`config.mk`:
```
export PLATFORM = sky130hd
export DESIGN_NAME = exec_stage_mc
export DESIGN_NICKNAME = d
export VERILOG_FILES = /design/src/rtl/exec_stage_mc.sv
export SDC_FILE = /design/constraint.sdc
export NUM_CORES = 1
export LEC_CHECK = 0
export BUFFER_PORTS_ARGS = -buffer_cell sky130_fd_sc_hd__buf_2
export CAP_MARGIN = 25
export CORE_MARGIN = 3
export CORE_UTILIZATION = 62
export CTS_CLUSTER_DIAMETER = 100
export DETAILED_ROUTE_END_ITERATION = 16
export PLACE_DENSITY = 0.83
export SLEW_MARGIN = 20
export SYNTH_ARGS = -nofsm -noshare
export SYNTH_HDL_FRONTEND = slang
export SYNTH_SLANG_ARGS = --single-unit
```
`constraint.sdc`:
```
create_clock -name clk -period 9.9 [get_ports clk]
set_clock_uncertainty 0.2 [all_clocks]
set_input_delay 0.99 -clock clk [delete_from_list [all_inputs] [get_ports clk]]
set_output_delay 0.99 -clock clk [all_outputs]
set_load 0.02 [all_outputs]
```
`src/rtl/exec_stage_mc.sv`:
```
// Execute stage: ID/EX register, operand forwarding, single-cycle ALU and a
// W-step shift-add multiplier, all feeding a registered EX/MEM output.
module exec_stage_mc #(
    parameter int W     = 16,
    parameter int REG_W = 4
) (
    input  logic             clk,
    input  logic             reset,
    input  logic             in_valid,
    output logic             in_ready,
    input  logic             flush,
    input  logic             i_reg_write,
    input  logic             i_alu_src,
    input  logic             i_mem_write,
    input  logic             i_mem_read,
    input  logic             i_reg_store,
    input  logic [2:0]       i_alu_op,
    input  logic [W-1:0]     i_pcp2,
    input  logic [W-1:0]     i_arg1,
    input  logic [W-1:0]     i_arg2,
    input  logic [W-1:0]     i_arg3,
    input  logic [W-1:0]     i_imm,
    input  logic [REG_W-1:0] i_rs1,
    input  logic [REG_W-1:0] i_rs2,
    input  logic [REG_W-1:0] i_rd,
    input  logic [W-1:0]     fwd_mem,
    input  logic [W-1:0]     fwd_wb,
    input  logic [1:0]       fwd1_sel,
    input  logic [1:0]       fwd2_sel,
    input  logic             fwd3_sel,
    output logic             out_valid,
    output logic             out_reg_write,
    output logic             out_reg_store,
    output logic             out_mem_write,
    output logic             out_mem_read,
    output logic [W-1:0]     out_pcp2,
    output logic [W-1:0]     out_alu_result,
    output logic [W-1:0]     out_arg3,
    output logic [REG_W-1:0] out_rs1,
    output logic [REG_W-1:0] out_rs2,
    output logic [REG_W-1:0] out_rd
);
    // state | meaning
    // IDLE  | ID/EX empty
    // EX    | ID/EX valid, op in its first execute cycle
    // MUL   | multiplier iterating; ID/EX still holds the MUL's fields
    typedef enum logic [1:0] {IDLE, EX, MUL} stateT;

    localparam int SHW = $clog2(W);
    localparam int CW  = $clog2(W + 1);
    localparam logic [2:0] OP_MUL = 3'b111;

    stateT state, stateNext;
    logic accept, retire, mulStart, mulDone, idexMul, loadOut;

    logic             idRegWrite, idAluSrc, idMemWrite, idMemRead, idRegStore;
    logic [2:0]       idAluOp;
    logic [W-1:0]     idPcp2, idArg1, idArg2, idArg3, idImm;
    logic [REG_W-1:0] idRs1, idRs2, idRd;

    logic [W-1:0]  mulAcc, mulCand, mulPlier, mulStore, mulFinal;
    logic [CW-1:0] mulCnt;
    logic [W-1:0]  opA, opB, aluB, storeData, aluResult;

    assign idexMul  = (state == EX) && (idAluOp == OP_MUL);
    assign in_ready = !reset && !flush && (state != MUL) && !idexMul;
    assign accept   = in_valid && in_ready;

    always_comb begin
        opA = '0;
        case (fwd1_sel)
            2'b00:   opA = fwd_mem;
            2'b01:   opA = fwd_wb;
            2'b10:   opA = idArg1;
            default: opA = '0;
        endcase
        opB = '0;
        case (fwd2_sel)
            2'b00:   opB = fwd_mem;
            2'b01:   opB = fwd_wb;
            2'b10:   opB = idArg2;
            default: opB = '0;
        endcase
    end

    assign aluB      = idAluSrc ? idImm : opB;
    assign storeData = fwd3_sel ? idArg3 : fwd_wb;

    // MUL never retires through this path; it goes through the iterative unit
    always_comb begin
        aluResult = '0;
        case (idAluOp)
            3'b000:  aluResult = opA + aluB;
            3'b001:  aluResult = opA - aluB;
            3'b010:  aluResult = opA & aluB;
            3'b011:  aluResult = opA | aluB;
            3'b100:  aluResult = opA ^ aluB;
            3'b101:  aluResult = opA << aluB[SHW-1:0];
            3'b110:  aluResult = {{(W-1){1'b0}}, ($signed(opA) < $signed(aluB))};
            default: aluResult = '0;
        endcase
    end

    // Last shift-add step is folded into the EX/MEM load
    assign mulFinal = mulAcc + (mulPlier[0] ? mulCand : '0);

    always_comb begin
        stateNext = state;
        retire    = 1'b0;
        mulStart  = 1'b0;
        mulDone   = 1'b0;
        if (flush) begin
            stateNext = IDLE;
        end else begin
            case (state)
                IDLE: if (accept) stateNext = EX;
                EX: begin
                    if (idAluOp == OP_MUL) begin
                        mulStart  = 1'b1;
                        stateNext = MUL;
                    end else begin
                        retire    = 1'b1;
                        stateNext = accept ? EX : IDLE;
                    end
                end
                MUL: begin
                    if (mulCnt == CW'(1)) begin
                        mulDone   = 1'b1;
                        stateNext = IDLE;
                    end
                end
                default: stateNext = IDLE;
            endcase
        end
    end

    always_ff @(posedge clk) begin
        if (reset) state <= IDLE;
        else       state <= stateNext;
    end

    assign loadOut = retire || mulDone;

    always_ff @(posedge clk) begin
        if (reset) begin
            {idRegWrite, idAluSrc, idMemWrite, idMemRead, idRegStore} <= '0;
            idAluOp <= '0;
            {idPcp2, idArg1, idArg2, idArg3, idImm} <= '0;
            {idRs1, idRs2, idRd} <= '0;
            {mulAcc, mulCand, mulPlier, mulStore} <= '0;
            mulCnt <= '0;
            {out_valid, out_reg_write, out_reg_store, out_mem_write, out_mem_read} <= '0;
            {out_pcp2, out_alu_result, out_arg3} <= '0;
            {out_rs1, out_rs2, out_rd} <= '0;
        end else begin
            if (accept) begin
                idRegWrite <= i_reg_write;
                idAluSrc   <= i_alu_src;
                idMemWrite <= i_mem_write;
                idMemRead  <= i_mem_read;
                idRegStore <= i_reg_store;
                idAluOp    <= i_alu_op;
                idPcp2     <= i_pcp2;
                idArg1     <= i_arg1;
                idArg2     <= i_arg2;
                idArg3     <= i_arg3;
                idImm      <= i_imm;
                idRs1      <= i_rs1;
                idRs2      <= i_rs2;
                idRd       <= i_rd;
            end
            if (mulStart) begin
                mulAcc   <= '0;
                mulCand  <= opA;
                mulPlier <= aluB;
                mulStore <= storeData;
                mulCnt   <= CW'(W);
            end else if (flush) begin
                mulCnt <= '0;
            end else if (state == MUL) begin
                mulAcc   <= mulFinal;
                mulCand  <= mulCand << 1;
                mulPlier <= mulPlier >> 1;
                mulCnt   <= mulCnt - CW'(1);
            end
            out_valid     <= loadOut;
            out_reg_write <= loadOut && idRegWrite;
            out_reg_store <= loadOut && idRegStore;
            out_mem_write <= loadOut && idMemWrite;
            out_mem_read  <= loadOut && idMemRead;
            if (loadOut) begin
                out_alu_result <= retire ? aluResult : mulFinal;
                out_arg3       <= retire ? storeData : mulStore;
                out_pcp2       <= idPcp2;
                out_rs1        <= idRs1;
                out_rs2        <= idRs2;
                out_rd         <= idRd;
            end
        end
    end

endmodule
```
==> results of run 1 <==
==> synth_stat cells (4+ instances only) <==
master and count:
ha_1 69, buf_2 7, o221ai_1 6, a22oi_1 4, and2_1 22, a221o_1 15, nand2b_1 8, nor2b_1 24
a21oi_1 204, mux2i_1 65, o21bai_1 6, nand2_1 416, dfxtp_1 236, a311oi_1 21, o21ai_0 59, o211ai_1 4
clkbuf_1 111, o21a_1 6, nand3_1 16, xor2_1 6, buf_1 4, a221oi_1 18, a31oi_1 9, nand3b_1 4
xnor2_1 22, mux2_2 33, inv_1 60, nor2_1 113, a211oi_1 44, a2bb2oi_1 9, and3_1 18, a21o_1 12
nor3_1 11, o2bb2ai_1 11, or2_2 4, or3_1 4
==> worst max-delay path: cells and delay by family <==
family          cells  cell delay (ns)
compound gates      8             1.99
simple gates        2             0.93
fa+ha+maj           1             0.43
buf+inv             2             0.72
mux                 1             0.35
==> layer usage <==
layer / share of wire / wire length, µm / track usage / vias up
li1: - / - / - / 6257
met1: 0.42 / 18000 / 0.490 / 6129
met2: 0.45 / 19200 / 0.547 / 616
met3: 0.093 / 3960 / 0.0663 / 108
met4: 0.035 / 1480 / 0.103 / 0
met5: 0 / 0 / 0 / -
==> area by class of cell <==
| class | instances | area share |
|---|---|---|
| well taps | 275 | 0.0224 |
| repair buffers | 223 | 0.0785 |
| clock buffers | 32 | 0.0451 |
| flip-flops and latches | 236 | 0.308 |
| multi-input cells | 1312 | 0.521 |
| clock inverters | 14 | 0.00953 |
| inverters | 63 | 0.0154 |
==> flip-flops by register name (all words and copies together), names as in the netlist, 3 cells and up <==
register / flops
idArg1: 16
idArg2: 16
idArg3: 16
idImm: 16
idPcp2: 16
mulAcc: 16
mulCand: 16
mulPlier: 16
mulStore: 16
out_alu_result: 16
out_arg3: 16
out_pcp2: 16
mulCnt: 5
idRd: 4
idRs1: 4
idRs2: 4
out_rd: 4
out_rs1: 4
out_rs2: 4
idAluOp: 3
==> power breakdown <==
part	switching [mW]	internal (mW)	total [mW]
clock	0.400	0.552	0.952
sequential	0.0116	0.967	0.978
combinational	0.237	0.136	0.372
==> worst paths after layout <==
| kind | start | endpoint | depth (start not counted) |
|---|---|---|---|
| worst max-delay path | fwd2_sel[1] | out_alu_result[0]$_SDFFE_PP0N_ | 14 |
| worst min-delay path | out_alu_result[1]$_SDFFE_PP0N_ | out_alu_result[1]$_SDFFE_PP0N_ | 2 |
| worst max register to register | idAluSrc$_SDFFE_PP0P_ | out_alu_result[0]$_SDFFE_PP0N_ | 12 |
| worst min register to register | out_alu_result[1]$_SDFFE_PP0N_ | out_alu_result[1]$_SDFFE_PP0N_ | 2 |
==> cells by family (layout without fill, tap and decap cells) <==
group	Yosys count	in the layout	synth area share
AO/OA/AOI/OAI	457	457	0.218
XOR/XNOR	29	29	0.0200
adder cells (fa/ha/maj)	72	72	0.0686
buffers and inverters	190	332	0.0563
flip-flops	236	236	0.351
multiplexers	103	103	0.0837
AND/OR/NAND/NOR	651	651	0.203
==> metrics by stage <==
step           worst slack, ns  cell area, µm²  hold WS, ns  power [mW]
3_3_place_gp              4.53           14500        0.235        1.35
6_report                  4.76           15400        0.247        2.30
5_1_grt                   4.41           15400        0.263        2.37
4_1_cts                   4.91           15300        0.249        2.30
3_5_place_dp              4.38           14500        0.240        1.36
2_1_floorplan             5.07           13500        0.230        1.24
==> results.py, run 1 <==
metrics = {
    "finish": {
        "regArea_um2": 4720,
        "drive_above_1_share": 0.170,
        "nets": 2074,
        "area_growth_pct": 14.0,
        "utilization": 0.726,
        "fin_cells": 2155,
        "antenna_cells": 0,
        "mostFrequentLayoutCells": "nand2_1, dfxtp_1, buf_2",
        "layout_commonest_cell": "nand2_1",
        "multi_input_area_um2": 8010,
        "nFillCells": 1681,
    },
    "detailed_routing": {
        "drt_iter0_markers": 1273,
        "drtPass1Iterations": 5,
        "drc": 0,
        "viasPerCell": 6.08,
        "wl_per_cell_um": 19.8,
        "via_count": 13100,
        "routed_wl_um": 42600,
        "ant_nets": 0,
    },
    "placed_design": {
        "portBuffers": 206,
        "dp.cells": 2107,
        "hpwlAfterDp_um": 30300,
        "gp_congestion": 1.01,
    },
    "clock_network": {
        "cts_max_level": 1,
        "cts_hold_buf": 0,
        "clock_sinks": 236,
        "post_cts_buffers": 0,
        "cts_tree": "built",
        "cts_buffers": 25,
        "cts_buffer_depth": 3,
        "clock_latency_ns": 0.54,
        "ctsRootBufferMaster": "clkbuf_16",
        "clk_pin_slew_ns": 0.06,
        "cts_resized": 0,
    },
    "sta": {
        "tns_ns": 0,
        "worst_pin_slew_ns": 1.16,
        "finalSetupViolCount": 0,
        "finalHoldViolCount": 0,
        "fin_crit_ns": 5.14,
        "relSlewSlack": 0.216,
        "rsz0062_at_grt": "false",
        "period_share": 0.520,
        "slew_violations": 0,
        "max_freq_ghz": 0.194,
    },
    "synthesis": {
        "yosysWarnings": 0,
        "synth_cell_types": 72,
        "synthesis.area_um2": 13500,
        "synth_top_area_share": 0.351,
        "synth_seq_area_share": 0.351,
        "synth_seq_cells": 236,
        "synth.avg_cell_area_um2": 7.75,
        "synth_ff_type": "dfxtp_1",
        "synth-edff-count": 0,
        "synth_area_leaders": "dfxtp_1, nand2_1, a21oi_1",
        "syn-num-nets": 1951,
        "synthCells": 1738,
        "synth_top_area_cell": "dfxtp_1",
        "async_flop_share": 0,
    },
    "worst_setup_path": {
        "path_max_fanout": 18,
        "cp.required_ns": 10.17,
        "critical_path.endpoint_type": "flip-flop",
        "startpoint_type": "primary input",
        "reg2reg_setup_slack_ns": 5.12,
        "crit_chain": "buf_2 > nor2b_1 > o2bb2ai_1 > mux2_2 > clkinv_1 > ha_1 > nor2_1 > a221oi_1 > o41ai_1 > a21o_1 > o21ai_0 > a2111oi_0 > o21ai_0 > a21oi_1",
        "cp_common_cell": "o21ai_0",
        "worstSetupPathType": "in -> reg",
        "crit_slowest_cell": "nor2b_1",
        "arrival_ns": 5.41,
        "slowest_delay_ns": 0.82,
    },
    "global_routing": {
        "grt_pass1_vias": 12400,
        "antenna_found_initial": 0,
        "grt-ovfl-total": 0,
        "grt_pass1_wl_um": 67500,
        "grt_max_degree": 101,
        "grt.total_usage": 0.348,
    },
    "floorplanning": {
        "num_io_pins": 207,
        "core_area_um2": 21200,
        "design.die.area_um2": 23500,
        "die_w_um": 153,
        "row_count": 53,
        "start_util": 0.637,
        "die_y_um": 153,
    },
    "job": {
        "maxCapViolCount": 0,
    },
    "status": {
        "outcome": "finished, final reports clean",
    },
    "worst_hold_path": {
        "hold_path.class": "reg -> reg",
    },
    "power": {
        "total_leakage_power_nw": 6.39,
        "power_per_cell_area_nw_per_um2": 150,
        "peakVddDrop_uv": 175,
    },
}
(Power assumes the default switching activity.)
==> run 2: changes to the inputs <==
Settings changed: ABC_AREA set to 1, CORE_UTILIZATION 62 to 58, PLACE_DENSITY 0.83 to 0.78.
Clock period 9.9 ns to 4.8 ns, I/O delays scaled along.
==> run 2 against run 1 <==
  * Cell area up 3.3%
  * Register-to-register slack worse by 4.0 ns
  * Clock power grew 110%
  * Global-route usage is 3.1 points higher
  * Sequential share of layout area decreased by 0.99 points
  * Non-clock buffer count rose by 19
  * Critical endpoint is now out_alu_result[14]$_SDFFE_PP0N_
  * Synthesized area grew 2.6%
  * Clock-buffer cell count is 3 higher
  * Synthesized cell count increased by 16%
  * Routed wire length up 17%
==> results.py, run 2 <==
metrics = {
    "synthesis": {
        "synth.avg_cell_area_um2": 6.85,
        "synthesis.area_um2": 13800,
        "synthCells": 2017,
        "synth.most_common_cell": "nand2_1",
        "synth-edff-count": 0,
        "syn-num-nets": 2230,
        "synth_seq_area_share": 0.342,
        "synth_commonest_cells": "nand2_1, dfxtp_1, inv_1",
        "async_flop_share": 0,
        "synth_top_area_cell": "dfxtp_1",
        "yosysWarnings": 0,
        "synth_ff_type": "dfxtp_1",
        "synth_seq_cells": 236,
        "synth_area_leaders": "dfxtp_1, nand2_1, o21ai_0",
        "synth_top_area_share": 0.342,
        "synth_cell_types": 54,
    },
    "floorplanning": {
        "core_area_um2": 23100,
        "start_util": 0.599,
        "num_io_pins": 207,
        "die_y_um": 160,
        "design.die.area_um2": 25700,
        "row_count": 55,
        "die_w_um": 160,
    },
    "worst_setup_path": {
        "worst-path-buf-inv": 3,
        "startpoint_type": "primary input",
        "reg2reg_setup_slack_ns": 1.15,
        "slowest_delay_ns": 0.46,
        "cp.required_ns": 5.02,
        "critical_path.endpoint_type": "flip-flop",
        "path_max_fanout": 14,
        "crit_slowest_cell": "nor2_2",
        "crit_chain": "buf_2 > nor2_2 > nand2_1 > nand3_1 > nand2_1 > nand2_2 > ha_1 > inv_1 > fa_1 > inv_1 > nand3_1 > nand2_1 > nand2_1 > nand2_1 > nand3_1 > nand2_1 > nand2_1 > a31oi_1 > nand3_1 > nand3_1 > nand2_1",
        "timing.rr.end": "out_alu_result[14]$_SDFFE_PP0N_",
        "cp_common_cell": "nand2_1",
        "worstSetupPathType": "in -> reg",
        "arrival_ns": 3.92,
        "cpLargestDelayFamily": "simple AND/OR/NAND/NOR gates",
        "rr_worst_depth": 19,
        "r2r_start": "idAluSrc$_SDFFE_PP0P_",
    },
    "power": {
        "power_per_cell_area_nw_per_um2": 313,
        "total_leakage_power_nw": 7.26,
        "peakVddDrop_uv": 373,
    },
    "detailed_routing": {
        "drtPass1Iterations": 8,
        "ant_nets": 0,
        "via_count": 15000,
        "wl_per_cell_um": 19.9,
        "viasPerCell": 5.99,
        "routed_wl_um": 49900,
        "drc": 0,
        "drt_iter0_markers": 2109,
    },
    "job": {
        "maxCapViolCount": 0,
    },
    "global_routing": {
        "grt.total_usage": 0.379,
        "grt_pass1_vias": 14200,
        "grt_max_degree": 86,
        "grt_pass1_wl_um": 78500,
        "grt-ovfl-total": 0,
        "antenna_found_initial": 3,
    },
    "finish": {
        "layout_commonest_cell": "nand2_1",
        "nFillCells": 1995,
        "final_area_um2": 15900,
        "nets": 2389,
        "area_growth_pct": 14.8,
        "mostFrequentLayoutCells": "nand2_1, dfxtp_1, o21ai_0",
        "drive_above_1_share": 0.160,
    },
    "worst_hold_path": {
        "hold_depth": 3,
        "hold_start": "i_imm[4]",
        "hold_path.class": "in -> reg",
        "min_to": "idImm[4]$_SDFFE_PP0P_",
    },
    "clock_network": {
        "ctsRootBufferMaster": "clkbuf_16",
        "cts_resized": 0,
        "cts_tree": "built",
        "post_cts_buffers": 0,
        "clock_sinks": 236,
        "cts_max_level": 1,
        "cts_hold_buf": 8,
        "clk_pin_slew_ns": 0.07,
        "cts_buffer_depth": 3,
        "clock_latency_ns": 0.55,
        "cts_buffers": 26,
    },
    "sta": {
        "slew_violations": 0,
        "max_freq_ghz": 0.270,
        "tns_ns": 0,
        "period_share": 0.772,
        "rsz0062_at_grt": "false",
        "relSlewSlack": 0.271,
        "worst_pin_slew_ns": 1.08,
        "fin_crit_ns": 3.70,
        "finalSetupViolCount": 0,
        "finalHoldViolCount": 0,
    },
    "placed_design": {
        "portBuffers": 206,
        "gp_congestion": 1.08,
        "hpwlAfterDp_um": 37300,
        "placed_area_um2": 14900,
    },
    "status": {
        "outcome": "finished, final reports clean",
    },
}
## run 2: how the worst max path moves through the flow
stage | startpoint | end | depth (start not counted) | slack [ns]
2_1_floorplan | fwd2_sel[1] | out_alu_result[11]$_SDFFE_PP0N_ | 20 | 1.44
3_3_place_gp | fwd2_sel[0] | out_alu_result[14]$_SDFFE_PP0N_ | 21 | 0.66
3_5_place_dp | fwd2_sel[0] | out_alu_result[14]$_SDFFE_PP0N_ | 21 | 0.67
4_1_cts | fwd2_sel[0] | out_alu_result[14]$_SDFFE_PP0N_ | 21 | 1.22
5_1_grt | fwd2_sel[0] | out_alu_result[14]$_SDFFE_PP0N_ | 21 | 0.83
6_report | fwd2_sel[0] | out_alu_result[14]$_SDFFE_PP0N_ | 21 | 1.10
## run 2: kinds of logic after synthesis
logic type / share of synthesized area
simple gates: 0.258
compound gates: 0.211
buf+inv: 0.103
flops: 0.342
fa+ha+maj: 0.0668
mux: 0.0109
xor+xnor: 0.00824
## run 2: per-layer routing
metal  vias to the layer above  track usage  share of wire
met5                         -            0        0.00024
met2                       877        0.608           0.44
met1                      6947        0.501           0.40
met4                         2        0.147          0.045
li1                       7024            -              -
met3                       161       0.0831           0.12
## run 2: worst min-delay path, delay by kind of cell
family          cells  cell delay [ns]
buf+inv             1             0.10
simple gates        1             0.07
compound gates      1             0.06
## run 2: area by class of cell
cell class / instances / area (µm²) / share of cell area
well taps: 313 / 392 / 0.0247
flip-flops and latches: 236 / 4720 / 0.298
inverters: 233 / 876 / 0.0552
clock buffers: 35 / 736 / 0.0464
clock inverters: 9 / 106 / 0.00670
multi-input cells: 1437 / 7690 / 0.485
repair buffers: 242 / 1340 / 0.0843
diodes: 2 / 5.00 / 0.000316
## run 2: metrics by stage
stage / instances / worst slack, ns / utilization / hold WS, ns / total power, mW
4_1_cts: 2505 / 1.22 / 0.688 / 0.00144 / 4.93
3_5_place_dp: 2453 / 0.673 / 0.648 / 0.218 / 2.95
2_1_floorplan: 2017 / 1.44 / - / 0.200 / 2.64
3_3_place_gp: 2451 / 0.662 / 0.647 / 0.212 / 2.95
6_report: 2507 / 1.10 / 0.688 / 0.0107 / 4.96
5_1_grt: 2507 / 0.831 / 0.688 / 0.0230 / 5.13
## run 2: where the power goes
group	internal, mW	total (mW)	switching (mW)
combinational	0.284	0.940	0.656
clock	1.18	2.00	0.824
sequential	2.00	2.02	0.0175
==> run 3: changes to the inputs <==
Settings changed: CORE_UTILIZATION 58 to 52, PLACE_DENSITY 0.78 to 0.74.
Clock period 4.8 ns to 3.05 ns, I/O delays scaled along.
==> run 3 against run 2 <==
  * Critical path depth shrank 6
  * First-iteration DRC count fell by 15%
  * Combinational power rose by 110%
  * Non-clock buffer count rose by 280
  * Die area rose by 11%
  * Final cell count grew 12%
  * Sequential power increased by 57%
  * Cell area up 17%
==> results.py, run 3 (synthesis results as in run 2) <==
metrics = {
    "detailed_routing": {
        "viasPerCell": 5.74,
        "drc": 0,
        "drtPass1Iterations": 6,
        "drt_iter0_markers": 1792,
        "via_count": 16200,
        "wl_per_cell_um": 19.8,
        "routed_wl_um": 55700,
        "ant_nets": 0,
    },
    "floorplanning": {
        "die_w_um": 169,
        "num_io_pins": 207,
        "row_count": 59,
        "die_y_um": 169,
        "design.die.area_um2": 28600,
        "start_util": 0.530,
        "core_area_um2": 26100,
    },
    "worst_setup_path": {
        "cpLargestDelayFamily": "simple AND/OR/NAND/NOR gates",
        "arrival_ns": 3.16,
        "critical_path.endpoint_type": "flip-flop",
        "crit_slowest_cell": "dfxtp_1",
        "crit_chain": "buf_4 > nand2_1 > inv_1 > ha_1 > a21oi_1 > nand2_1 > a21boi_1 > o21ai_0 > and2_1 > o21bai_1 > nand3_2 > nand2_1 > inv_1 > nand2_1 > nand2_1",
        "cp.required_ns": 3.30,
        "slowest_delay_ns": 0.34,
        "startpoint_type": "flip-flop",
        "path_max_fanout": 16,
        "worst-path-buf-inv": 3,
        "worstSetupPathType": "reg -> reg",
        "cp_common_cell": "nand2_1",
    },
    "clock_network": {
        "cts_buffers": 26,
        "cts_max_level": 1,
        "ctsRootBufferMaster": "clkbuf_16",
        "clock_sinks": 236,
        "cts_buffer_depth": 3,
        "clock_latency_ns": 0.56,
        "cts_tree": "built",
        "clk_pin_slew_ns": 0.06,
    },
    "global_routing": {
        "grt_pass1_vias": 15400,
        "antenna_found_initial": 3,
        "grt-ovfl-total": 0,
        "grt_pass1_wl_um": 84900,
        "grt_max_degree": 89,
        "grt.total_usage": 0.373,
    },
    "sta": {
        "slew_violations": 0,
        "finalHoldViolCount": 0,
        "finalSetupViolCount": 0,
        "relSlewSlack": 0.455,
        "period_share": 0.954,
        "max_freq_ghz": 0.344,
        "worst_pin_slew_ns": 0.818,
        "fin_crit_ns": 2.91,
        "setup_ws_ns": 0.142,
        "holdWs_ns": 0.164,
    },
    "finish": {
        "drive_above_1_share": 0.226,
        "final_area_um2": 18500,
        "utilization": 0.711,
        "area_growth_pct": 34.0,
        "layout_commonest_cell": "nand2_1",
        "mostFrequentLayoutCells": "nand2_1, dfxtp_1, inv_1",
        "nets": 2671,
    },
    "power": {
        "power_mw": 8.60,
        "total_leakage_power_nw": 8.62,
        "power_per_cell_area_nw_per_um2": 465,
        "peakVddDrop_uv": 534,
    },
    "worst_hold_path": {
        "hold_path.class": "in -> reg",
    },
    "placed_design": {
        "portBuffers": 206,
        "hpwlAfterDp_um": 40100,
        "gp_congestion": 1.05,
        "pre_cts_slack_ns": -0.316,
        "placed_area_um2": 16300,
    },
    "status": {
        "outcome": "finished, final reports clean",
    },
    "job": {
        "maxCapViolCount": 0,
    },
}
==> run 3: cell count changes in the layout (fill, tap and decap cells not counted), sizes merged <==
cell         before  now
buf             234  410
bufinv            2    5
clkbuf           35   33
clkinv            7   12
clkinvlp          3    0
diode             2    3
dlygate4sd3       8  111
nor2            125  127
==> run 3: report_power, final <==
group | internal (mW) | switching [mW] | leakage, nW
sequential | 3.15 | 0.0302 | 1.91
clock | 2.07 | 1.37 | 0.459
combinational | 0.827 | 1.16 | 6.25
==> run 3: final cells by class <==
class	count	area, µm²
sequential	236	4730
timing repair buffer	522	3760
tap	335	419
inverter	233	876
multi-input combinational	1439	7800
fill	2079	7540
clock inverter	14	228
clock buffer	32	703
antenna	3	7.51
==> run 3: what timing repair did <==
item,4_1_cts,5_1_grt
buffers inserted,0,3
resized for setup,2,42
endpoints found under the hold margin,106,0
pin swaps,0,6
setup endpoints to repair,1,17
hold buffers,111,0
gates cloned,0,3
==> run 3: path summary, 6_finish.rpt <==
check	from	to	slack (ns)	cells after the start
setup / recovery	mulPlier[0]$_SDFFE_PP0P_	out_alu_result[9]$_SDFFE_PP0N_	0.14	15
hold / removal	fwd_wb[2]	mulStore[2]$_SDFFE_PP0P_	0.16	5
setup reg to reg	mulPlier[0]$_SDFFE_PP0P_	out_alu_result[9]$_SDFFE_PP0N_	0.14	15
hold reg to reg	state[1]$_SDFFE_PP0P_	state[0]$_SDFFE_PP0P_	0.23	1
==> run 3: per-stage QoR <==
step / instances / TNS [ns]
CTS: 2805 / 0
finish: 2814 / 0
global placement: 2648 / -1.68
floorplan: 2017 / 0
global route: 2814 / -0.00226
detailed placement: 2648 / -2.64
==> run 3: per-layer routing <==
| metal | share of wire | vias up | track usage |
|---|---|---|---|
| met5 | 0 | - | 0 |
| met4 | 0.044 | 0 | 0.144 |
| met3 | 0.11 | 178 | 0.0782 |
| met2 | 0.44 | 945 | 0.595 |
| met1 | 0.41 | 7443 | 0.497 |
| li1 | - | 7586 | - |
==> run 3: tightest hold or removal path: cells and delay by family <==
kind,cells,cell delay (ns)
AOI/OAI and AO/OA,2,0.30
buffers and inverters,2,0.19
and+or+nand+nor,1,0.08
